**config.mk**
```make
export PLATFORM = sky130hd
export DESIGN_NAME = ai_multiplex
export DESIGN_NICKNAME = d
export VERILOG_FILES = /design/src/rtl/ai_multiplex.sv
export SDC_FILE = /design/constraint.sdc
export NUM_CORES = 1
export LEC_CHECK = 0
export BUFFER_PORTS_ARGS = -buffer_cell sky130_fd_sc_hd__buf_2
export CAP_MARGIN = 20
export CORE_MARGIN = 2
export CORE_UTILIZATION = 25
export DETAILED_ROUTE_END_ITERATION = 12
export SLEW_MARGIN = 10
export SYNTH_ARGS = -nofsm -noshare
export SYNTH_HDL_FRONTEND = slang
export SYNTH_SLANG_ARGS = --single-unit
```
**constraint.sdc**
```tcl
create_clock -name clk -period 8.7 [get_ports clk]
set_input_delay 0.435 -clock clk [delete_from_list [all_inputs] [get_ports clk]]
set_output_delay 0.435 -clock clk [all_outputs]
set_load 0.01 [all_outputs]
```
**src/rtl/ai_multiplex.sv**
```systemverilog
// Four-lane byte packer: per-lane FIFOs feed a 40-bit {seq, flags, bytes} word on a valid/ready source.
// Optional feature macro: AI_MUX_DROP_CNT_EN adds a saturating drop_count output.
module ai_multiplex #(
  parameter int DEPTH   = 4,
  parameter int TIMEOUT = 8
) (
  input  logic        clk,
  input  logic        rst,
  input  logic        init,
  input  logic [7:0]  data1,
  input  logic [7:0]  data2,
  input  logic [7:0]  data3,
  input  logic [7:0]  data4,
  input  logic        data1_rdy,
  input  logic        data2_rdy,
  input  logic        data3_rdy,
  input  logic        data4_rdy,
  output logic [3:0]  lane_full,
  output logic [3:0]  overflow,
  output logic [39:0] avs_s2_inout,
  output logic        avs_s2_valid,
  input  logic        avs_s2_ready
`ifdef AI_MUX_DROP_CNT_EN
  ,
  output logic [15:0] drop_count
`endif
);

  localparam int AW = $clog2(DEPTH);
  localparam int CW = AW + 1;
  localparam int TW = $clog2(TIMEOUT + 1);
  localparam logic [TW-1:0] TMAX = TW'(TIMEOUT - 1);

  typedef enum logic {COLLECT, SEND} state_t;

  logic [7:0]    mem_q    [4][DEPTH];
  logic [AW-1:0] wr_ptr_q [4];
  logic [AW-1:0] rd_ptr_q [4];
  logic [CW-1:0] cnt_q    [4];

  state_t        state_q;
  logic [TW-1:0] timer_q;
  logic [3:0]    seq_q;
  logic [39:0]   word_q;
  logic [39:0]   word_d;
  logic          valid_q;
  logic [3:0]    ovf_q;

  logic [7:0] din [4];
  logic [3:0] push, not_empty, full, pop, push_ok, drop;
  logic       load;

  assign din[0] = data1;
  assign din[1] = data2;
  assign din[2] = data3;
  assign din[3] = data4;
  assign push   = {data4_rdy, data3_rdy, data2_rdy, data1_rdy};

  // NOTE: every always_comb output gets a default before any conditional write, so no latch is inferred.
  always_comb begin
    not_empty = '0;
    full      = '0;
    for (int i = 0; i < 4; i++) begin
      not_empty[i] = (cnt_q[i] != '0);
      full[i]      = (cnt_q[i] == CW'(DEPTH));
    end
    load    = (state_q == COLLECT) &&
              ((&not_empty) || ((|not_empty) && (timer_q == TMAX)));
    pop     = load ? not_empty : 4'b0000;
    // A full lane still accepts a push when it is popped in the same cycle.
    push_ok = push & (~full | pop);
    drop    = push & full & ~pop;
    word_d  = {seq_q, pop, 32'h0};
    for (int i = 0; i < 4; i++) begin
      if (pop[i]) word_d[8*i +: 8] = mem_q[i][rd_ptr_q[i]];
    end
  end

  // NOTE: FIFO storage has no reset; the cleared counts and pointers make stale entries unreachable.
  always_ff @(posedge clk) begin
    for (int i = 0; i < 4; i++) begin
      if (push_ok[i] && !rst && !init) mem_q[i][wr_ptr_q[i]] <= din[i];
    end
  end

  // NOTE: sequential state uses non-blocking assignments so every register samples pre-edge values.
  always_ff @(posedge clk) begin
    if (rst || init) begin
      state_q <= COLLECT;
      timer_q <= '0;
      seq_q   <= '0;
      word_q  <= '0;
      valid_q <= 1'b0;
      ovf_q   <= '0;
      for (int i = 0; i < 4; i++) begin
        wr_ptr_q[i] <= '0;
        rd_ptr_q[i] <= '0;
        cnt_q[i]    <= '0;
      end
    end else begin
      for (int i = 0; i < 4; i++) begin
        if (push_ok[i]) wr_ptr_q[i] <= wr_ptr_q[i] + AW'(1);
        if (pop[i])     rd_ptr_q[i] <= rd_ptr_q[i] + AW'(1);
        cnt_q[i] <= cnt_q[i] + CW'(push_ok[i]) - CW'(pop[i]);
      end
      ovf_q <= ovf_q | drop;

      unique case (state_q)
        COLLECT: begin
          if (!(|not_empty))     timer_q <= '0;
          else if (timer_q != TMAX) timer_q <= timer_q + TW'(1);
          if (load) begin
            word_q  <= word_d;
            valid_q <= 1'b1;
            state_q <= SEND;
          end
        end
        SEND: begin
          if (avs_s2_ready) begin
            seq_q   <= seq_q + 4'd1;
            timer_q <= '0;
            valid_q <= 1'b0;
            state_q <= COLLECT;
          end
        end
        default: state_q <= COLLECT;
      endcase
    end
  end

`ifdef AI_MUX_DROP_CNT_EN
  logic [15:0] drop_cnt_q;
  logic [2:0]  drop_n;
  logic [16:0] drop_sum;

  always_comb begin
    drop_n   = 3'(drop[0]) + 3'(drop[1]) + 3'(drop[2]) + 3'(drop[3]);
    drop_sum = {1'b0, drop_cnt_q} + 17'(drop_n);
  end

  always_ff @(posedge clk) begin
    if (rst || init) drop_cnt_q <= '0;
    else             drop_cnt_q <= drop_sum[16] ? 16'hFFFF : drop_sum[15:0];
  end

  assign drop_count = drop_cnt_q;
`endif

  assign lane_full    = full;
  assign overflow     = ovf_q;
  assign avs_s2_inout = word_q;
  assign avs_s2_valid = valid_q;

endmodule

```
* Yosys cells after proc, flatten, opt, wreduce, memory -nomap -nowiden
Memory sizes are Yosys's and may differ from the RTL's.
Cells that the tools add are included.
** Word-level totals
- Register bits :: 54
- Latch bits :: 0
- Bits in writable memories :: 156
- Memory bits (read-only) :: 0
- Output and inout bits :: 49
- Logic and storage cells :: 187
- Memories :: 4
** Cells by class
- $add $sub $neg :: 18
- Multiply operators :: 0
- Div/mod/pow operators :: 0
- Order comparisons :: 12
- Equality and inequality tests :: 9
- Shift-type cells :: 0
- Mux-type cells :: 82
- Bitwise logic cells :: 28
- Reduce and logical (&&, ||, !) cells :: 28
** Memory list
- mem_q :: words 4, width 32, read ports 4, clocked after memory_dff 0, write ports 4, RTL line 36 : logic [7:0] mem_q [4][DEPTH];
- cnt_q :: words 4, width 3, read ports 4, clocked after memory_dff 0, write ports 4, RTL line 39 : logic [CW-1:0] cnt_q [4];
- rd_ptr_q :: words 4, width 2, read ports 4, clocked after memory_dff 0, write ports 4, RTL line 38 : logic [AW-1:0] rd_ptr_q [4];
- wr_ptr_q :: words 4, width 2, read ports 4, clocked after memory_dff 0, write ports 4, RTL line 37 : logic [AW-1:0] wr_ptr_q [4];
** Operators by type and width (count)
- $mux W32 :: 4
- $mux W8 :: 16
- $bmux W8 S2 :: 4
- $demux W8 S2 :: 4
- $mux W1 :: 35
- $ge A3 B3 Y1 const B :: 8
- $not A2 Y3 :: 8
- $add A2 B1 Y2 const B :: 8
- $mux W2 :: 8
- $mux W4 :: 4
- $logic_and A1 B1 Y1 :: 14
- $add A3 B1 Y3 :: 4
- $and A4 B4 Y4 :: 3
- $eq A3 B3 Y1 const B :: 4
- $lt A3 B1 Y1 const B :: 4
- $mux W3 :: 4
- $or A1 B1 Y1 :: 12
- $reduce_bool A3 Y1 :: 4
- $sub A3 B1 Y3 :: 4
- $add A4 B1 Y4 const B :: 2
- $not A4 Y4 :: 2
- $or A4 B4 Y4 :: 2
- $pmux W4 S2 :: 1
- $reduce_and A2 Y1 :: 4
- other kinds (10) :: 14

* Longest topological paths before layout
- Word-level depth :: 12
- Depth in mapped cells :: 13

* Least setup slack after synthesis
No wires, ideal clock.
- Path type :: register to register
- Start point :: memory cnt_q[0][2] in the netlist's numbering
- End point :: memory cnt_q[3][2] in the netlist's numbering
- Data arrival time :: 2.809 ns
- Required time :: 8.572 ns
- Slack :: 5.763 ns
- Stages on the path, launching flop included :: 13
- Path buffers :: 1
- Path through :: dfxtp_1 > nor3_2 > nor2_1 > o31ai_4 > buf_6 > nor2_1 > ha_1 > inv_1 > ha_1 > fa_1 > xnor2_1 > xnor2_1 > nor2_1
** RTL lines (RTL line)
- from (decl) :: 39

==> results.txt <==
----------------------------------------------------
[Synth]
  Synthesized cell area ... 8770 um2
  Post-synth net total ... 687
  Average instance area after synthesis ... 14.2 um2
  Post-synth EDFFs ... 144
  Ys async rst share ... 0%
  Predominant post-synthesis flop cell ... edfxtp_1
  Count of warnings emitted by yosys ... 0
  Gate Count Post-Synth ... 618
  Sequential area share after synthesis ... 64.4%
  Count of state elements after synthesis ... 210
  Number of different library cells in the post-synthesis netlist ... 50

[Route]
  Number of antenna-violating nets in the routed design ... 0
  Detailed-router iteration count before antenna repair ... 4
  Final wirelength ... 17,900 um
  Final routed DRC violation total ... 0
  First DRT Iteration DRCs ... 174
  Detailed-route vias per instance ... 4.25
  Routed wire length per instance ... 15.2 um
  Number of vias in the routed layout ... 5,007

[Worst hold path]
  Min-Delay Path Depth ... 1
  Hold/Removal Path Class ... in2reg
  Destination of the worst hold path ... mem_q[1][22]
  Hold path startpoint ... data2[6]

[Setup path]
  Critical setup path kind ... reg2reg
  Worst R2R Path Depth ... 9
  Kind of capture point of the worst setup path ... register
  Crit path required time ... 9.07 ns
  Reg-to-reg critical path startpoint ... cnt_q[3][0]
  FF-to-FF setup slack ... 5.53 ns
  Maximum fanout count along the critical path ... 11
  Critical path arrival ... 3.54 ns
  RR Endpoint ... cnt_q[3][2]
  Worst Setup Start Kind ... register

[STA]
  Clock tree skew after final layout ... 0.0172 ns
  Final Hold Fails ... 0
  Worst setup slack after layout ... 5.53 ns
  Pin slew with the least headroom to its limit ... 0.953 ns
  Maximum clock rate ... 316 MHz
  Worst Hold Margin ... 0.140 ns
  Worst max-slew margin expressed relative to the limit ... 36.5%
  Sum of negative setup slack ... 0 ns
  Final max-slew violation count ... 0
  Setup Viol. Count Final ... 0
  Share of the clock period used by the worst path ... 36.4%
  Setup repair after global routing missed its margin ... false
  Min Clock Period, post-route ... 3.17 ns

[Clock tree]
  TritonCTS sink count ... 210
  Total number of H-tree levels ... 1
  Clk buf depth ... 3
  Clock root buffer ... clkbuf_16
  CTS resizes ... 0
  Post-CTS setup repair buffer count ... 0
  Clock insertion delay at the later pin of the skew report ... 0.51 ns
  Hold buffers post-CTS ... 0
  CTS tree ... done
  CTS buffer count ... 25
  Clock slew seen by the registers of the worst setup and hold paths ... 0.06 ns

[Placed design]
  Number of input and output port buffers inserted ... 88
  HPWL after detailed placement ... 12,200 um
  Weighted congestion reported at the end of routability-driven placement ... 0.709
  Pre-CTS worst setup slack ... 5.55 ns
  Total placed cells including tap cells ... 1,132

[Pwr]
  Power density cells ... 207 nW/um2
  Worst IR Drop VDD ... 154 uV
  Cell leakage power ... 3.83 nW

[Global route]
  Number of global-route vias before repair ... 5,071
  Wire length of the first global-routing pass ... 28,400 um
  Initial antenna violation count ... 3
  Largest net degree at the start of global routing ... 77
  Total congestion overflow after global routing ... 0
  Global-route total usage across every layer ... 9.83%

[Floorplanning]
  Die ar. ... 36,600 um2
  Starting density of the core ... 25.4%
  Number of top-level pins ... 89
  Core box area ... 34,500 um2
  Width of the die ... 191 um
  Number of core rows ... 68
  Vertical die dimension ... 191 um

[Run status]
  Status ... complete, no violations

[Cells and area]
  Fraction of final layout cells with drive strength greater than 1 ... 23.8%
  P&R area growth vs syn ... 19.0%
  Finished Layout Cells ... 1,179
  Post-layout net count ... 773
  Number of fill cells ... 3,535

[Job]
  MaxCap Viol Count ... 0

----------------------------------------------------
==> cell families after synthesis <==
kind of cell	count (synthesis)	share of synthesized area (%)
AOI/OAI and AO/OA	53	4.35
muxes	71	12.7
xor gates and xnor gates	15	1.50
and+or+nand+nor	186	9.90
buffers and inverters	54	2.70
adders and majority gates	29	4.48
DFF	210	64.4
==> where the power goes <==
group          switching (mW)  total (mW)  leakage [nW]  internal, mW
combinational          0.0479      0.0815          1.59        0.0336
clock                   0.401       0.984         0.379         0.583
sequential             0.0137        1.09          1.87          1.08
total                   0.462        2.16          3.83          1.70
==> registers in the layout, indices dropped and copies added (netlist names) <==
signal / cells
avs_s2_inout: 40
wr_ptr_q: 8
overflow: 4
cnt_q: 12
state_q: 1
seq_q: 4
mem_q: 128
timer_q: 4
avs_s2_valid: 1
rd_ptr_q: 8
==> Yosys cell counts, types with 2 or more instances <==
cell | number | area share [%]
buf_1 | 8 | 0.34
clkbuf_1 | 16 | 0.69
inv_1 | 23 | 0.98
nor3_4 | 2 | 0.37
xnor2_1 | 11 | 1.1
and2_1 | 12 | 0.86
a31oi_1 | 2 | 0.14
nor2_1 | 20 | 0.86
or2_2 | 2 | 0.14
a21oi_1 | 21 | 1.2
nand4_1 | 3 | 0.21
buf_6 | 4 | 0.51
edfxtp_1 | 144 | 49
fa_1 | 4 | 0.91
o311ai_2 | 3 | 0.56
or3_1 | 2 | 0.14
a211oi_1 | 3 | 0.26
buf_2 | 3 | 0.17
mux2i_1 | 39 | 4.5
o21ai_1 | 6 | 0.34
nand3_1 | 8 | 0.46
dfxtp_1 | 66 | 15
nor4_1 | 4 | 0.29
o31a_1 | 2 | 0.20
o21ai_0 | 2 | 0.11
a211o_1 | 2 | 0.20
nor3_2 | 2 | 0.23
and3_1 | 2 | 0.14
ha_1 | 25 | 3.6
nand2_1 | 111 | 4.8
nor3_1 | 6 | 0.34
nand2b_1 | 7 | 0.50
xor2_1 | 4 | 0.40
nor3b_1 | 2 | 0.17
mux4_2 | 32 | 8.2
==> per-layer routing <==
metal,GRT usage (%),vias to the layer above,wire [um],share of wire [%]
li1,-,2438,-,-
met1,12.5,2435,7950,44
met2,16.3,95,8420,47
met3,3.05,35,1150,6.4
met4,2.40,4,378,2.1
met5,0,-,23,0.13
==> how the worst max path moves through the flow <==
stage,start,end,cells after the start
4_1_cts,cnt_q[3][0],cnt_q[3][2],9
2_1_floorplan,cnt_q[0][2],cnt_q[3][2],12
6_report,cnt_q[3][0],cnt_q[3][2],9
5_1_grt,cnt_q[3][1],cnt_q[3][2],9
3_5_place_dp,cnt_q[3][0],cnt_q[3][2],9
3_3_place_gp,cnt_q[3][1],cnt_q[3][2],9
==> layout by cell type, fill, tap and decap left out, types with 3 or more instances in the layout <==
master     netlist  final
clkbuf_8         0      3
nand4_1          3      3
and2_1          12     12
dfxtp_1         66     66
nand2b_1         7      7
nor2_1          20     19
nor4_1           4      4
fa_1             4      4
inv_1           23     23
nand2_1        111    111
buf_2            3     88
mux4_2          32     32
mux2i_1         39     39
a21oi_1         21     21
o21ai_1          6      6
nor3_1           6      6
a211oi_1         3      3
nand3_1          8      8
clkbuf_1        16      5
xor2_1           4      4
clkinv_1         0      3
ha_1            25     25
clkinv_2         0      4
clkbuf_16        0     25
o311ai_2         3      3
edfxtp_1       144    144
xnor2_1         11     11
==> worst max-delay path, cell delays in order (launching register included) <==
cell and delay (ns):
dfxtp_1 0.32, nor3_2 0.65, a31oi_2 0.32, o311ai_2 0.60, nand2_1 0.12, ha_1 0.24
fa_1 0.41, xnor2_1 0.19, xnor2_1 0.14, nor2_1 0.05
==> layout make-up <==
class | instances | area [um2] | share of cell area (%)
Sequential cell | 210 | 5650 | 54.1
Multi-Input combinational cell | 354 | 2890 | 27.7
Clock buffer | 33 | 686 | 6.57
Tap cell | 455 | 569 | 5.46
Timing Repair Buffer | 90 | 455 | 4.37
Clock inverter | 12 | 93.8 | 0.899
Inverter | 23 | 86.3 | 0.827
Antenna cell | 2 | 5.00 | 0.0480
==> per-stage QoR <==
stage	utilization (%)	instance area, um2	power, mW
after CTS	30.2	10400	2.19
final	30.2	10400	2.16
after floorplan	-	8770	1.17
after global placement	27.9	9650	1.20
after global routing	30.2	10400	2.24
after detailed placement	27.9	9650	1.20
No activity file was read; power rests on OpenSTA's default activity.
